## src/rtl/button_debounce.sv

```systemverilog
// button_debounce: conditions a raw push-button pin into a clean pressed level
// plus single-cycle press, release and long-press event pulses in the clk_i domain.
//
// state       | meaning
// ------------+----------------------------------------------------------
// ST_RELEASED | debounced level low, waiting for a debounced rise
// ST_PRESSED  | level high, hold counter running toward long-press
// ST_HELD     | level high, long-press already reported, waiting for fall
module button_debounce #(
  parameter int DebounceCycles  = 500000,
  parameter int LongPressCycles = 50000000,
  parameter bit ActiveLow       = 1'b1
) (
  input  logic clk_i,
  input  logic rst_ni,
  input  logic btn_i,
  output logic level_o,
  output logic press_o,
  output logic release_o,
  output logic long_press_o,
  output logic held_o
);

  localparam int DbW   = $clog2(DebounceCycles + 1);
  localparam int HoldW = $clog2(LongPressCycles + 1);

  localparam logic [DbW-1:0]   DbLast   = DbW'(DebounceCycles - 1);
  localparam logic [HoldW-1:0] HoldLast = HoldW'(LongPressCycles - 1);

  // Raw pin level meaning "not pressed"; the synchronizer idles here.
  localparam logic InactiveRaw = ActiveLow;

  typedef enum logic [1:0] {
    ST_RELEASED = 2'd0,
    ST_PRESSED  = 2'd1,
    ST_HELD     = 2'd2
  } state_t;

  state_t           r_state;
  logic             r_sync1;
  logic             r_sync2;
  logic [DbW-1:0]   r_db_cnt;
  logic [HoldW-1:0] r_hold_cnt;
  logic             r_level;
  logic             r_press;
  logic             r_release;
  logic             r_long;
  logic             r_held;

  logic w_p;
  logic w_toggle;
  logic w_rise;
  logic w_fall;

  // Two-flop synchronizer on the asynchronous button pin.
  always_ff @(posedge clk_i or negedge rst_ni) begin
    if (!rst_ni) begin
      r_sync1 <= InactiveRaw;
      r_sync2 <= InactiveRaw;
    end else begin
      r_sync1 <= btn_i;
      r_sync2 <= r_sync1;
    end
  end

  // Normalized pressed sample and debounced edge detection.
  assign w_p      = r_sync2 ^ ActiveLow;
  assign w_toggle = (w_p != r_level) && (r_db_cnt == DbLast);
  assign w_rise   = w_toggle && !r_level;
  assign w_fall   = w_toggle && r_level;

  // Count consecutive disagreeing samples; any agreeing sample restarts the run.
  always_ff @(posedge clk_i or negedge rst_ni) begin
    if (!rst_ni) begin
      r_db_cnt <= '0;
    end else if ((w_p == r_level) || w_toggle) begin
      r_db_cnt <= '0;
    end else begin
      r_db_cnt <= r_db_cnt + 1'b1;
    end
  end

  // Press/hold/release FSM with registered level, held flag and event pulses.
  always_ff @(posedge clk_i or negedge rst_ni) begin
    if (!rst_ni) begin
      r_state    <= ST_RELEASED;
      r_hold_cnt <= '0;
      r_level    <= 1'b0;
      r_press    <= 1'b0;
      r_release  <= 1'b0;
      r_long     <= 1'b0;
      r_held     <= 1'b0;
    end else begin
      r_press   <= 1'b0;
      r_release <= 1'b0;
      r_long    <= 1'b0;
      case (r_state)
        ST_RELEASED: begin
          if (w_rise) begin
            r_state    <= ST_PRESSED;
            r_level    <= 1'b1;
            r_press    <= 1'b1;
            r_hold_cnt <= '0;
          end
        end
        ST_PRESSED: begin
          // A debounced fall wins over a simultaneous hold expiry.
          if (w_fall) begin
            r_state   <= ST_RELEASED;
            r_level   <= 1'b0;
            r_release <= 1'b1;
          end else if (r_hold_cnt == HoldLast) begin
            r_state <= ST_HELD;
            r_held  <= 1'b1;
            r_long  <= 1'b1;
          end else begin
            r_hold_cnt <= r_hold_cnt + 1'b1;
          end
        end
        ST_HELD: begin
          if (w_fall) begin
            r_state   <= ST_RELEASED;
            r_level   <= 1'b0;
            r_held    <= 1'b0;
            r_release <= 1'b1;
          end
        end
        default: begin
          r_state <= ST_RELEASED;
          r_level <= 1'b0;
          r_held  <= 1'b0;
        end
      endcase
    end
  end

  assign level_o      = r_level;
  assign press_o      = r_press;
  assign release_o    = r_release;
  assign long_press_o = r_long;
  assign held_o       = r_held;

endmodule

```

## config.mk

```make
export PLATFORM = sky130hd
export DESIGN_NAME = button_debounce
export DESIGN_NICKNAME = d
export VERILOG_FILES = /design/src/rtl/button_debounce.sv
export SDC_FILE = /design/constraint.sdc
export NUM_CORES = 1
export LEC_CHECK = 0
export CORE_ASPECT_RATIO = 0.7
export CORE_MARGIN = 1
export CORE_UTILIZATION = 55
export DETAILED_ROUTE_END_ITERATION = 6
export MAX_ROUTING_LAYER = met4
export PLACE_DENSITY_LB_ADDON = 0.15
export SETUP_SLACK_MARGIN = 0.02
export SLEW_MARGIN = 10
export SYNTH_ARGS = -nofsm -noshare
export SYNTH_HDL_FRONTEND = slang
export SYNTH_SLANG_ARGS = --single-unit
```

## constraint.sdc

```tcl
create_clock -name clk_i -period 3.97 [get_ports clk_i]
set_input_delay 1.191 -clock clk_i [delete_from_list [all_inputs] [get_ports clk_i]]
set_output_delay 1.191 -clock clk_i [all_outputs]
set_load 0.005 [all_outputs]
```

Word level (Yosys, flattened, before mapping)

Index checks and enable logic that the tools add are counted.

Bits in registers: 54
Output and inout bits: 5

Add/subtract/negate cells: 2
Reduce and logical (&&, ||, !) cells: 12
Bitwise gates (word level): 2
Eq/ne operators: 13
Muxes and demuxes: 23

Operators with widths:

| kind                                                                   | count |
|---|---|
| 26-bit two-way mux                                                     | 3 |
| 26-bit one-hot mux with 2 select lines                                 | 1 |
| 26-bit by 1-bit adder with 26-bit output (second input constant)       | 1 |
| 26-bit equality test (second input constant)                           | 1 |
| 19-bit by 1-bit adder with 19-bit output (second input constant)       | 1 |
| 19-bit equality test (second input constant)                           | 1 |
| 19-bit two-way mux                                                     | 1 |
| 1-bit two-way mux                                                      | 11 |
| 2-bit != test (second input constant)                                  | 5 |
| 2-bit two-way mux                                                      | 4 |
| 4-bit AND reduction                                                    | 2 |
| 2-bit one-hot mux with 3 select lines                                  | 1 |
| 1-bit logical AND                                                      | 3 |
| 3-bit != test (second input constant)                                  | 1 |
| 1-bit one-hot mux with 3 select lines                                  | 1 |
| 3-bit AND reduction                                                    | 1 |
| 2-bit by 1-bit equality test with 1-bit output (second input constant) | 1 |
| 2-bit equality test (second input constant)                            | 1 |
| 2-bit logical NOT                                                      | 1 |
| 2-bit by 1-bit != test with 1-bit output (second input constant)       | 1 |
| 1-bit NOT                                                              | 2 |
| 1-bit one-hot mux with 2 select lines                                  | 1 |
| 2-bit AND reduction                                                    | 1 |
| 2-bit nonzero test                                                     | 1 |
| 5 further kinds                                                        | 5 |

Depth between registers and ports, before layout

Gate-level depths: netlist of run 1.

Depth after elaboration: 6
Gate-level depth with buffers: 9
Depth with buffers taken out: 7

Worst setup path after synthesis of run 1

OpenSTA, ideal clock, no wires.

Path kind: register to register
Start point: reg r_db_cnt[6]
End point: reg r_hold_cnt[21]
Arrival time: 2347 ps
Path buffers: 1
Cell stages (with the launch flop): 8
Data required time: 3842 ps
Path slack: 1495 ps
Library setup time: 128 ps
Cell sequence: dfrtp_1 > or4b_4 > nor4_4 > nand4b_2 > o32a_4 > buf_2 > a22oi_1 > mux2i_1

Word-level cells in the longest chain between the ends: 5

Ends and longest elaborated chain:

| what                                     | RTL line | source |
|---|---|---|
| start, declared                          | 42       | `logic [DbW-1:0] r_db_cnt;` |
| start signal, assigned                   | 79       | `r_db_cnt <= r_db_cnt + 1'b1;` |
| 19-bit equality test (*)                 | 68       | `assign w_toggle = (w_p != r_level) && (r_db_cnt == DbLast);` |
| 1-bit logical AND (*)                    | 68       |  |
| 1-bit logical AND (on tied branches)     | 69, 70   |  |
| 2-bit != test (no source line)           | -        |  |
| 4-bit AND reduction (no source line) (*) | -        |  |
| end signal, assigned                     | 117      | `r_hold_cnt <= r_hold_cnt + 1'b1;` |
| end, declared                            | 43       | `logic [HoldW-1:0] r_hold_cnt;` |

Every way passes the cells marked *; elsewhere a longest branch is shown, timed or not.
A chain may end at the register's enable or synchronous reset.

Worst setup path in the final report of run 1

Start point: reg r_hold_cnt[0]
End point: reg r_hold_cnt[9]

Word-level cells in the longest chain between the ends: 4

Ends and longest elaborated chain:

| what                                     | RTL line | source |
|---|---|---|
| 26-bit by 1-bit adder with 26-bit output | 117      |  |
| 26-bit two-way mux                       | 112      | `end else if (r_hold_cnt == HoldLast) begin` |
| 26-bit two-way mux                       | 108      | `if (w_fall) begin` |
| 26-bit one-hot mux with 2 select lines   | 97       | `case (r_state)` |

Parallel ways exist; a longest one is shown, timed or not. The select of a mux whose other input is x is not followed.

==> results of run 1 <==
==> final timing paths <==
check	from	to	slack (ps)	cells after the start
hold / removal	r_sync1	r_sync2	360	0
setup / recovery	r_hold_cnt[0]	r_hold_cnt[9]	900	7
setup reg to reg	r_hold_cnt[0]	r_hold_cnt[9]	900	7
min in group asynchronous	rst_ni	r_hold_cnt[18]	810	1
hold reg to reg	r_sync1	r_sync2	360	0
max in group asynchronous	rst_ni	r_sync1	2320	2
==> logic make-up after synthesis <==
family          synth area share [%]
simple gates                   29.90
compound gates                 14.89
flops                          43.89
buf+inv                        3.124
xor+xnor                       4.827
fa+ha+maj                      2.028
mux                            1.339
==> registers in the layout (all words and copies together) (netlist names) <==
signal / cells
r_hold_cnt: 26
r_sync1: 1
long_press_o: 1
press_o: 1
r_db_cnt: 19
level_o: 1
held_o: 1
r_sync2: 1
release_o: 1
r_state: 2
==> stage by stage <==
| step | instances | utilization (%) |
|---|---|---|
| after detailed placement | 398 | 60.08 |
| after floorplan | 331 | - |
| final | 406 | 61.80 |
| after CTS | 406 | 61.80 |
| after global placement | 398 | 60.08 |
| after global routing | 406 | 61.80 |
==> Yosys cell counts (all sizes together), types with 2 or more instances <==
library cell,number
dfrtp,52
nand3,40
nor2,31
nand2,28
o21ai,20
xor2,12
clkbuf,10
inv,9
and3,8
nand4,8
a21oi,7
nand2b,7
and4,6
o221ai,6
or3,6
a22o,5
a31oi,5
ha,5
nand3b,5
xnor2,5
buf,4
nand4b,4
nor3,4
nor4,4
o311ai,4
and2,3
mux2i,3
o22ai,3
a22oi,2
a31o,2
dfstp,2
nor3b,2
or2,2
or4b,2
==> layer usage <==
layer  vias up  global-route usage, %  routed length, µm
met2        65                  33.74               2674
met3         2                  4.577                348
li1       1232                      -                  -
met5         -                      -                  0
met1      1218                  37.97               3513
met4         0                  7.143                 24
==> where the power goes <==
group	internal (mW)	leakage, nW	total [mW]	switching (mW)
Sequential	0.554	0.745	0.557	0.00350
Clock	0.141	0.0482	0.315	0.174
Combinational	0.00480	0.522	0.0201	0.0153
Total	0.700	1.32	0.893	0.193
==> area by class of cell <==
| cell class | instances | area (µm²) | area share [%] |
|---|---|---|---|
| multi-input cells | 254 | 1634 | 49.77 |
| repair buffers | 9 | 80.08 | 2.439 |
| well taps | 72 | 90.09 | 2.744 |
| inverters | 9 | 33.78 | 1.029 |
| clock inverters | 1 | 5.005 | 0.1524 |
| flip-flops and latches | 54 | 1354 | 41.23 |
| clock buffers | 7 | 86.33 | 2.630 |
==> worst register-to-register path: cells and delay by family (launching register included) <==
family                     cells  cell delay [ps]
and+or+nand+nor                3             1400
AOI/OAI and AO/OA              3              890
adders and majority gates      1              240
DFF                            1              390
==> impl_metrics.toml, run 1 <==
[grt]
grt_start_max_net_pins = 35
total_routing_usage_reported_by_global_routing_pct = 24.99
grt_pass1_vias = 2263
grt_first_pass_wirelength_um = 11140
grt_antenna_before_repair = 0
global_route.overflow_total = 0

[sta]
tightest_slew_ps = 966.4
fmaxAchievable_ghz = 0.3262
timing.hold.ws_ps = 358.4
rsz0062_at_grt = "no"
setup_violators_final = 0
layout_min_cycle_time_ps = 3066
finClkSkew_ps = 14.11
share_of_the_clock_period_used_by_the_worst_path_pct = 77.22
setup_total_negative_slack_ps = 0
hold_viol = 0
drv_slew = 0
slew_headroom_pct = 34.98
final_critical_path_setup_slack_ps = 904.4

[logic_synthesis]
synth_area_leaders = "sky130_fd_sc_hd__dfrtp_1 42%, sky130_fd_sc_hd__nand3_1 6.5%, sky130_fd_sc_hd__nor2_1 3.7%, sky130_fd_sc_hd__nand2_1 3.4%, sky130_fd_sc_hd__xor2_1 3.4%"
synth-seq-area-share_pct = 43.89
post_synthesis_cells = 331
synth_seq_cells = 54
synthDistinctLibCells = 56
netlist_area_before_placement_um2 = 3084
synth.net_count = 339
yosys.area.top_type_share_pct = 42.19
synthArstFlopShare_pct = 100.0
synth_top_flop_cell = "sky130_fd_sc_hd__dfrtp_1"
post_synth.cell_area_avg_um2 = 9.318
synth_warnings = 0
synth_enable_flop_cells = 0
synth_top_area_cell = "sky130_fd_sc_hd__dfrtp_1"

[setup_path]
required_ps = 4120
crit_path_max_incr_delay_ps = 680
cp-end-kind = "flip-flop"
path_buf_inv = 0
cp_max_fo = 17
cpLargestDelayFamily = "simple AND/OR/NAND/NOR gates"
setup.worst_path.start_class = "flip-flop"
critical_path_data_arrival_time_ps = 3220
worst-setup-path-type = "reg -> reg"
cp_slowest_cell = "sky130_fd_sc_hd__nor2_2"
worstPathCellList = "ha_1 -> nand4_1 -> or4_1 -> o21ai_1 -> o32ai_2 -> nor2_2 -> o221ai_1"

[pwr]
power.total_uw = 892.9
power.leakage_nw = 1.316
vdd_ir_drop_max_uv = 208.8
power_density_nw_per_um2 = 272.0

[drt]
routed-via-count = 2517
postRouteWirelength_um = 6560
final_ant_viol_nets = 0
dr.first_iter.drc_count = 203
avgViaCountPerCell = 6.200
drcViolationCount = 0
dr.pass1.iters = 5
detail_route.wl_per_cell_um = 16.16

[clocking]
clock_tree.buffer_depth = 2
clkSlewWorstSetupHoldPaths_ps = 90
cts_inserted_buffers = 5
cts_root_buf = "sky130_fd_sc_hd__clkbuf_8"
cts_resized = 0
clock_sinks = 54
worst_skew_pair.late_latency_ps = 310
postCtsSetupRepairBufs = 0
cts_tree = "yes"
cts.htree.levels = 2
hold_bufs_at_cts = 0

[placement]
hpwlAfterDp_um = 4459
place_worst_setup_slack_ps = 931.7
replace_congestion = 0.8567
detailed_place.area_um2 = 3192
number_of_buffers_inserted_by_port_buffering = 7

[final_layout]
drive_above_1_share_pct = 7.485
fillerInstances = 423
most-common-layout-cells = "52 x sky130_fd_sc_hd__dfrtp_1, 40 x sky130_fd_sc_hd__nand3_1, 30 x sky130_fd_sc_hd__nor2_1"
layout.cell_area.non_filler_um2 = 3283
diodes = 0
layout_commonest_cell = "sky130_fd_sc_hd__dfrtp_1"
area_growth_syn_to_layout_pct = 6.450
design.final.nets = 341

[status]
status = "completed"

[floorplan]
placeable_area_um2 = 5313
height_of_the_chip_um = 64.65
rows = 22
die_width_um = 91.51
io_pins = 8
die_ar_um2 = 5916
initial_utilization_pct = 58.05

[job]
maxCapViolCount = 0

[worst_hold_path]
min-delay-path-class = "reg -> reg"
(Power assumes the default switching activity.)
==> run 2, diff against run 1 <==
- clock period: 3.97 -> 3.1 ns (I/O delays scaled with it)
==> impl_metrics.toml, run 2 (same netlist as run 1, synthesis figures left out) <==
[floorplan]
rows = 22
io_pins = 8
die_ar_um2 = 5916
placeable_area_um2 = 5313
initial_utilization_pct = 58.05
height_of_the_chip_um = 64.65
die_width_um = 91.51

[pwr]
switching_fraction_pct = 20.54
power.leakage_nw = 1.375
vdd_ir_drop_max_uv = 203.6
power_density_nw_per_um2 = 363.1
power.combinational.fraction_pct = 2.2
share_clk_of_total_power_pct = 39.6
p_seq_share_pct = 58.2
switching_power_of_the_nets_uw = 252.1
internal-power_uw = 975.0

[drt]
avgViaCountPerCell = 6.135
routed-via-count = 2546
postRouteWirelength_um = 6787
dr.pass1.iters = 5
dr.first_iter.drc_count = 279
final_ant_viol_nets = 0
drcViolationCount = 0
detail_route.wl_per_cell_um = 16.35

[final_layout]
top_register = "r_hold_cnt"
layout.cell_area.non_filler_um2 = 3379
layout_commonest_cell = "sky130_fd_sc_hd__dfrtp_1"
drive_above_1_share_pct = 10.20
design.final.nets = 351
largest_reg_flops = 26
diodes = 0
fillerInstances = 431
largest_registers_in_the_final_layout = "r_hold_cnt: 26 flops, r_db_cnt: 19 flops, r_state: 2 flops"
most-common-layout-cells = "52 x sky130_fd_sc_hd__dfrtp_1, 40 x sky130_fd_sc_hd__nand3_1, 30 x sky130_fd_sc_hd__nor2_1"
area_growth_syn_to_layout_pct = 9.574

[clocking]
cts_tree = "yes"
cts_inserted_buffers = 5
hold_bufs_at_cts = 0
worst_skew_pair.late_latency_ps = 310
clock_tree.buffer_depth = 2
clock_sinks = 54
cts.htree.levels = 2
postCtsSetupRepairBufs = 0
cts_resized = 0
clkSlewWorstSetupHoldPaths_ps = 100
cts_root_buf = "sky130_fd_sc_hd__clkbuf_8"

[setup_path]
worst-setup-path-type = "reg -> reg"
required_ps = 3310
setup.worst_path.start_class = "flip-flop"
cp_max_fo = 21
critical_path_data_arrival_time_ps = 2900
worst-r2r-cell-count = 7
cp-end-kind = "flip-flop"

[placement]
detailed_place.area_um2 = 3267
replace_congestion = 0.8189
hpwlAfterDp_um = 4767
number_of_buffers_inserted_by_port_buffering = 7

[worst_hold_path]
min-delay-path-class = "reg -> reg"
holdPathStages = 0

[sta]
finClkSkew_ps = 8.278
share_of_the_clock_period_used_by_the_worst_path_pct = 87.02
setup_violators_final = 0
layout_min_cycle_time_ps = 2698
hold_viol = 0
fmaxAchievable_ghz = 0.3707
setup_total_negative_slack_ps = 0
slew_headroom_pct = 59.69
drv_slew = 0
rsz0062_at_grt = "no"
tightest_slew_ps = 603.1

[grt]
grt_start_max_net_pins = 37
total_routing_usage_reported_by_global_routing_pct = 25.88
global_route.overflow_total = 0
grt_antenna_before_repair = 0
grt_pass1_vias = 2373
grt_first_pass_wirelength_um = 11710

[job]
maxCapViolCount = 0

[status]
status = "completed"
## run 2: through the flow
| step | hold slack [ps] | setup slack [ps] | instances | power [mW] | util [%] |
|---|---|---|---|---|---|
| 6_report | 360.8 | 402.5 | 415 | 1.227 | 63.61 |
| 5_1_grt | 365.0 | 179.9 | 415 | 1.266 | 63.61 |
| 4_1_cts | 363.0 | 386.0 | 415 | 1.238 | 63.61 |
| 3_5_place_dp | 349.1 | 422.7 | 408 | 0.7558 | 61.49 |
| 3_3_place_gp | 346.0 | 527.6 | 408 | 0.7555 | 61.49 |
| 2_1_floorplan | 345.2 | 625.0 | 331 | 0.7350 | - |
## run 2: worst paths after layout
| check | endpoint | slack (ps) | from |
|---|---|---|---|
| min | r_sync2 | 360 | r_sync1 |
| min reg2reg | r_sync2 | 360 | r_sync1 |
| max | r_hold_cnt[17] | 400 | r_hold_cnt[0] |
| min in group asynchronous | r_hold_cnt[18] | 490 | rst_ni |
| max reg2reg | r_hold_cnt[17] | 400 | r_hold_cnt[0] |
| max in group asynchronous | r_sync2 | 1980 | rst_ni |
## run 2: final cells by class
type / count / area [µm²] / share of cell area, %
clock buffer: 6 / 82.58 / 2.444
sequential: 54 / 1354 / 40.06
multi-input combinational: 254 / 1634 / 48.35
inverter: 9 / 33.78 / 0.9996
tap: 72 / 90.09 / 2.666
clock inverter: 1 / 30.03 / 0.8886
timing repair buffer: 19 / 155.1 / 4.591
## run 2: per-layer routing
| layer | vias up | track usage [%] | wire length, µm |
|---|---|---|---|
| met5 | - | - | 0 |
| met3 | 11 | 4.695 | 272 |
| met1 | 1231 | 38.95 | 3623 |
| li1 | 1242 | - | - |
| met4 | 0 | 8.333 | 84 |
| met2 | 62 | 35.06 | 2807 |
## run 2: critical path, cell delays in order (launching register included)
cell	delay (ps)
sky130_fd_sc_hd__dfrtp_1	390
sky130_fd_sc_hd__ha_1	220
sky130_fd_sc_hd__nand4_1	130
sky130_fd_sc_hd__or4_1	580
sky130_fd_sc_hd__o21ai_1	480
sky130_fd_sc_hd__o32a_4	450
sky130_fd_sc_hd__a2111oi_4	110
sky130_fd_sc_hd__a211o_1	230
## run 2: power groups by stage
stage               Sequential, mW  Clock, mW  Combinational, mW
floorplan                    0.727          0            0.00811
global route                 0.715      0.518             0.0327
global placement             0.727          0             0.0280
CTS                          0.714      0.496             0.0285
finish                       0.714      0.486             0.0274
detailed placement           0.728          0             0.0282
==> run 3, diff against run 2 <==
- ABC_AREA: not set -> 1
==> impl_metrics.toml, run 3 <==
[clocking]
clock_sinks = 54
cts_tree = "yes"
clkSlewWorstSetupHoldPaths_ps = 90
cts.htree.levels = 2
clock_tree.buffer_depth = 2
cts_inserted_buffers = 5
cts_resized = 0
cts_root_buf = "sky130_fd_sc_hd__clkbuf_8"
hold_bufs_at_cts = 0
postCtsSetupRepairBufs = 0
worst_skew_pair.late_latency_ps = 300

[logic_synthesis]
synth-seq-area-share_pct = 38.14
synth.net_count = 545
netlist_area_before_placement_um2 = 3550
synth_warnings = 0
post_synth.cell_area_avg_um2 = 6.610
synth_area_leaders = "sky130_fd_sc_hd__dfrtp_1 37%, sky130_fd_sc_hd__nand2_1 20%, sky130_fd_sc_hd__nor2_1 11%, sky130_fd_sc_hd__nand3_1 6.9%, sky130_fd_sc_hd__inv_1 5.8%"
yosys.area.top_type_share_pct = 36.66
most_common_cell_in_the_synthesized_netlist = "sky130_fd_sc_hd__nand2_1"
synthTopCellsByCount = "192 x sky130_fd_sc_hd__nand2_1, 108 x sky130_fd_sc_hd__nor2_1, 55 x sky130_fd_sc_hd__inv_1"
synthArstFlopShare_pct = 100.0
post_synthesis_cells = 537
synth_top_flop_cell = "sky130_fd_sc_hd__dfrtp_1"
synth_seq_cells = 54
synthDistinctLibCells = 31
synth_enable_flop_cells = 0
synth_top_area_cell = "sky130_fd_sc_hd__dfrtp_1"

[sta]
finClkSkew_ps = 8.732
final_critical_path_setup_slack_ps = 926.0
layout_min_cycle_time_ps = 2174
tightest_slew_ps = 681.7
slew_headroom_pct = 54.55
setup_total_negative_slack_ps = 0
hold_viol = 0
fmaxAchievable_ghz = 0.4600
rsz0062_at_grt = "no"
drv_slew = 0
setup_violators_final = 0
share_of_the_clock_period_used_by_the_worst_path_pct = 70.13
timing.hold.ws_ps = 359.4

[setup_path]
cpLargestDelayFamily = "buffers and inverters"
setup.worst_path.start_class = "flip-flop"
path_buf_inv = 1
worstPathCellList = "clkdlybuf4s50_1"
cp_max_fo = 5
crit_path_max_incr_delay_ps = 530
required_ps = 2170
worst-setup-path-type = "reg -> out"
critical_path_data_arrival_time_ps = 1240
cp-end-kind = "output port"
cp_slowest_cell = "sky130_fd_sc_hd__clkdlybuf4s50_1"

[drt]
final_ant_viol_nets = 0
routed-via-count = 3329
met1Wirelength_um = 4511
drcViolationCount = 0
avgViaCountPerCell = 5.343
detail_route.wl_per_cell_um = 13.17
dr_wl_met3_um = 600
dr.first_iter.drc_count = 345
postRouteWirelength_um = 8206
top_layer_used = "met4"
wl_met2_um = 3069
dr.pass1.iters = 5

[floorplan]
die_ar_um2 = 6784
initial_utilization_pct = 57.11
height_of_the_chip_um = 69.22
io_pins = 8
rows = 24
die_width_um = 98.02
placeable_area_um2 = 6216

[final_layout]
drive_above_1_share_pct = 5.138
most-common-layout-cells = "192 x sky130_fd_sc_hd__nand2_1, 108 x sky130_fd_sc_hd__nor2_1, 55 x sky130_fd_sc_hd__inv_1"
top_register = "r_hold_cnt"
share_of_the_core_filled_with_cells_pct = 59.88
largest_reg_flops = 26
design.final.nets = 552
largest_registers_in_the_final_layout = "r_hold_cnt: 26 flops, r_db_cnt: 19 flops, r_state: 2 flops"
layout_commonest_cell = "sky130_fd_sc_hd__nand2_1"
diodes = 0
area_growth_syn_to_layout_pct = 4.864

[pwr]
power.combinational.fraction_pct = 2.6
internal-power_uw = 896.9
power.leakage_nw = 1.665
power.total_mw = 1.147
switching_fraction_pct = 21.82
p_seq_share_pct = 62.2
share_clk_of_total_power_pct = 35.2
vdd_ir_drop_max_uv = 188.7
switching_power_of_the_nets_uw = 250.3
power_density_nw_per_um2 = 308.2

[job]
maxCapViolCount = 0

[grt]
grt_antenna_before_repair = 0
global_route.overflow_total = 0
total_routing_usage_reported_by_global_routing_pct = 27.56
grt_first_pass_wirelength_um = 14480
grt_start_max_net_pins = 55
grt_pass1_vias = 3017

[placement]
number_of_buffers_inserted_by_port_buffering = 7
replace_congestion = 0.9491
place_worst_setup_slack_ps = 1062
hpwlAfterDp_um = 6044

[status]
status = "completed"

[worst_hold_path]
min-delay-path-class = "reg -> reg"
run 3: final timing paths:
| path | from | to | slack, ps | cells after the start |
|---|---|---|---|---|
| min reg2reg | r_sync1 | r_sync2 | 360 | 0 |
| max | level_o | level_o | 930 | 1 |
| max reg2reg | r_hold_cnt[0] | r_hold_cnt[12] | 1030 | 10 |
| max in group asynchronous | rst_ni | r_hold_cnt[2] | 1900 | 2 |
| min | r_sync1 | r_sync2 | 360 | 0 |
| min in group asynchronous | rst_ni | r_hold_cnt[18] | 720 | 2 |
run 3: routing by layer:
layer | up-vias | GRT usage [%]
li1 | 1675 | -
met1 | 1541 | 44.53
met2 | 109 | 34.51
met3 | 4 | 5.948
met4 | 0 | 5.387
met5 | - | -
run 3: metrics by stage:
step           cells  instance area, µm²
4_1_cts          623                3722
5_1_grt          623                3722
6_report         623                3722
3_3_place_gp     615                3631
2_1_floorplan    537                3550
3_5_place_dp     615                3631
run 3: kinds of logic after synthesis:
| logic type | after synthesis | synth area share [%] |
|---|---|---|
| buf+inv | 67 | 9.059 |
| xor+xnor | 10 | 2.468 |
| compound gates | 23 | 3.454 |
| flops | 54 | 38.14 |
| fa+ha+maj | 5 | 1.762 |
| simple gates | 378 | 45.12 |
run 3: power groups by stage:
stage	clock, mW	sequential (mW)	combinational [mW]
after floorplan	0	0.726	0.0103
after global placement	0	0.727	0.0309
after detailed placement	0	0.727	0.0309
after CTS	0.422	0.714	0.0309
after global routing	0.451	0.714	0.0356
final	0.404	0.714	0.0295
run 3: final cells by class:
| type | count | area [µm²] |
|---|---|---|
| flip-flops and latches | 54 | 1354 |
| repair buffers | 11 | 95.09 |
| inverters | 56 | 210.2 |
| fillers | 574 | 2494 |
| clock inverters | 1 | 5.005 |
| clock buffers | 7 | 86.33 |
| well taps | 78 | 97.59 |
| multi-input cells | 416 | 1874 |
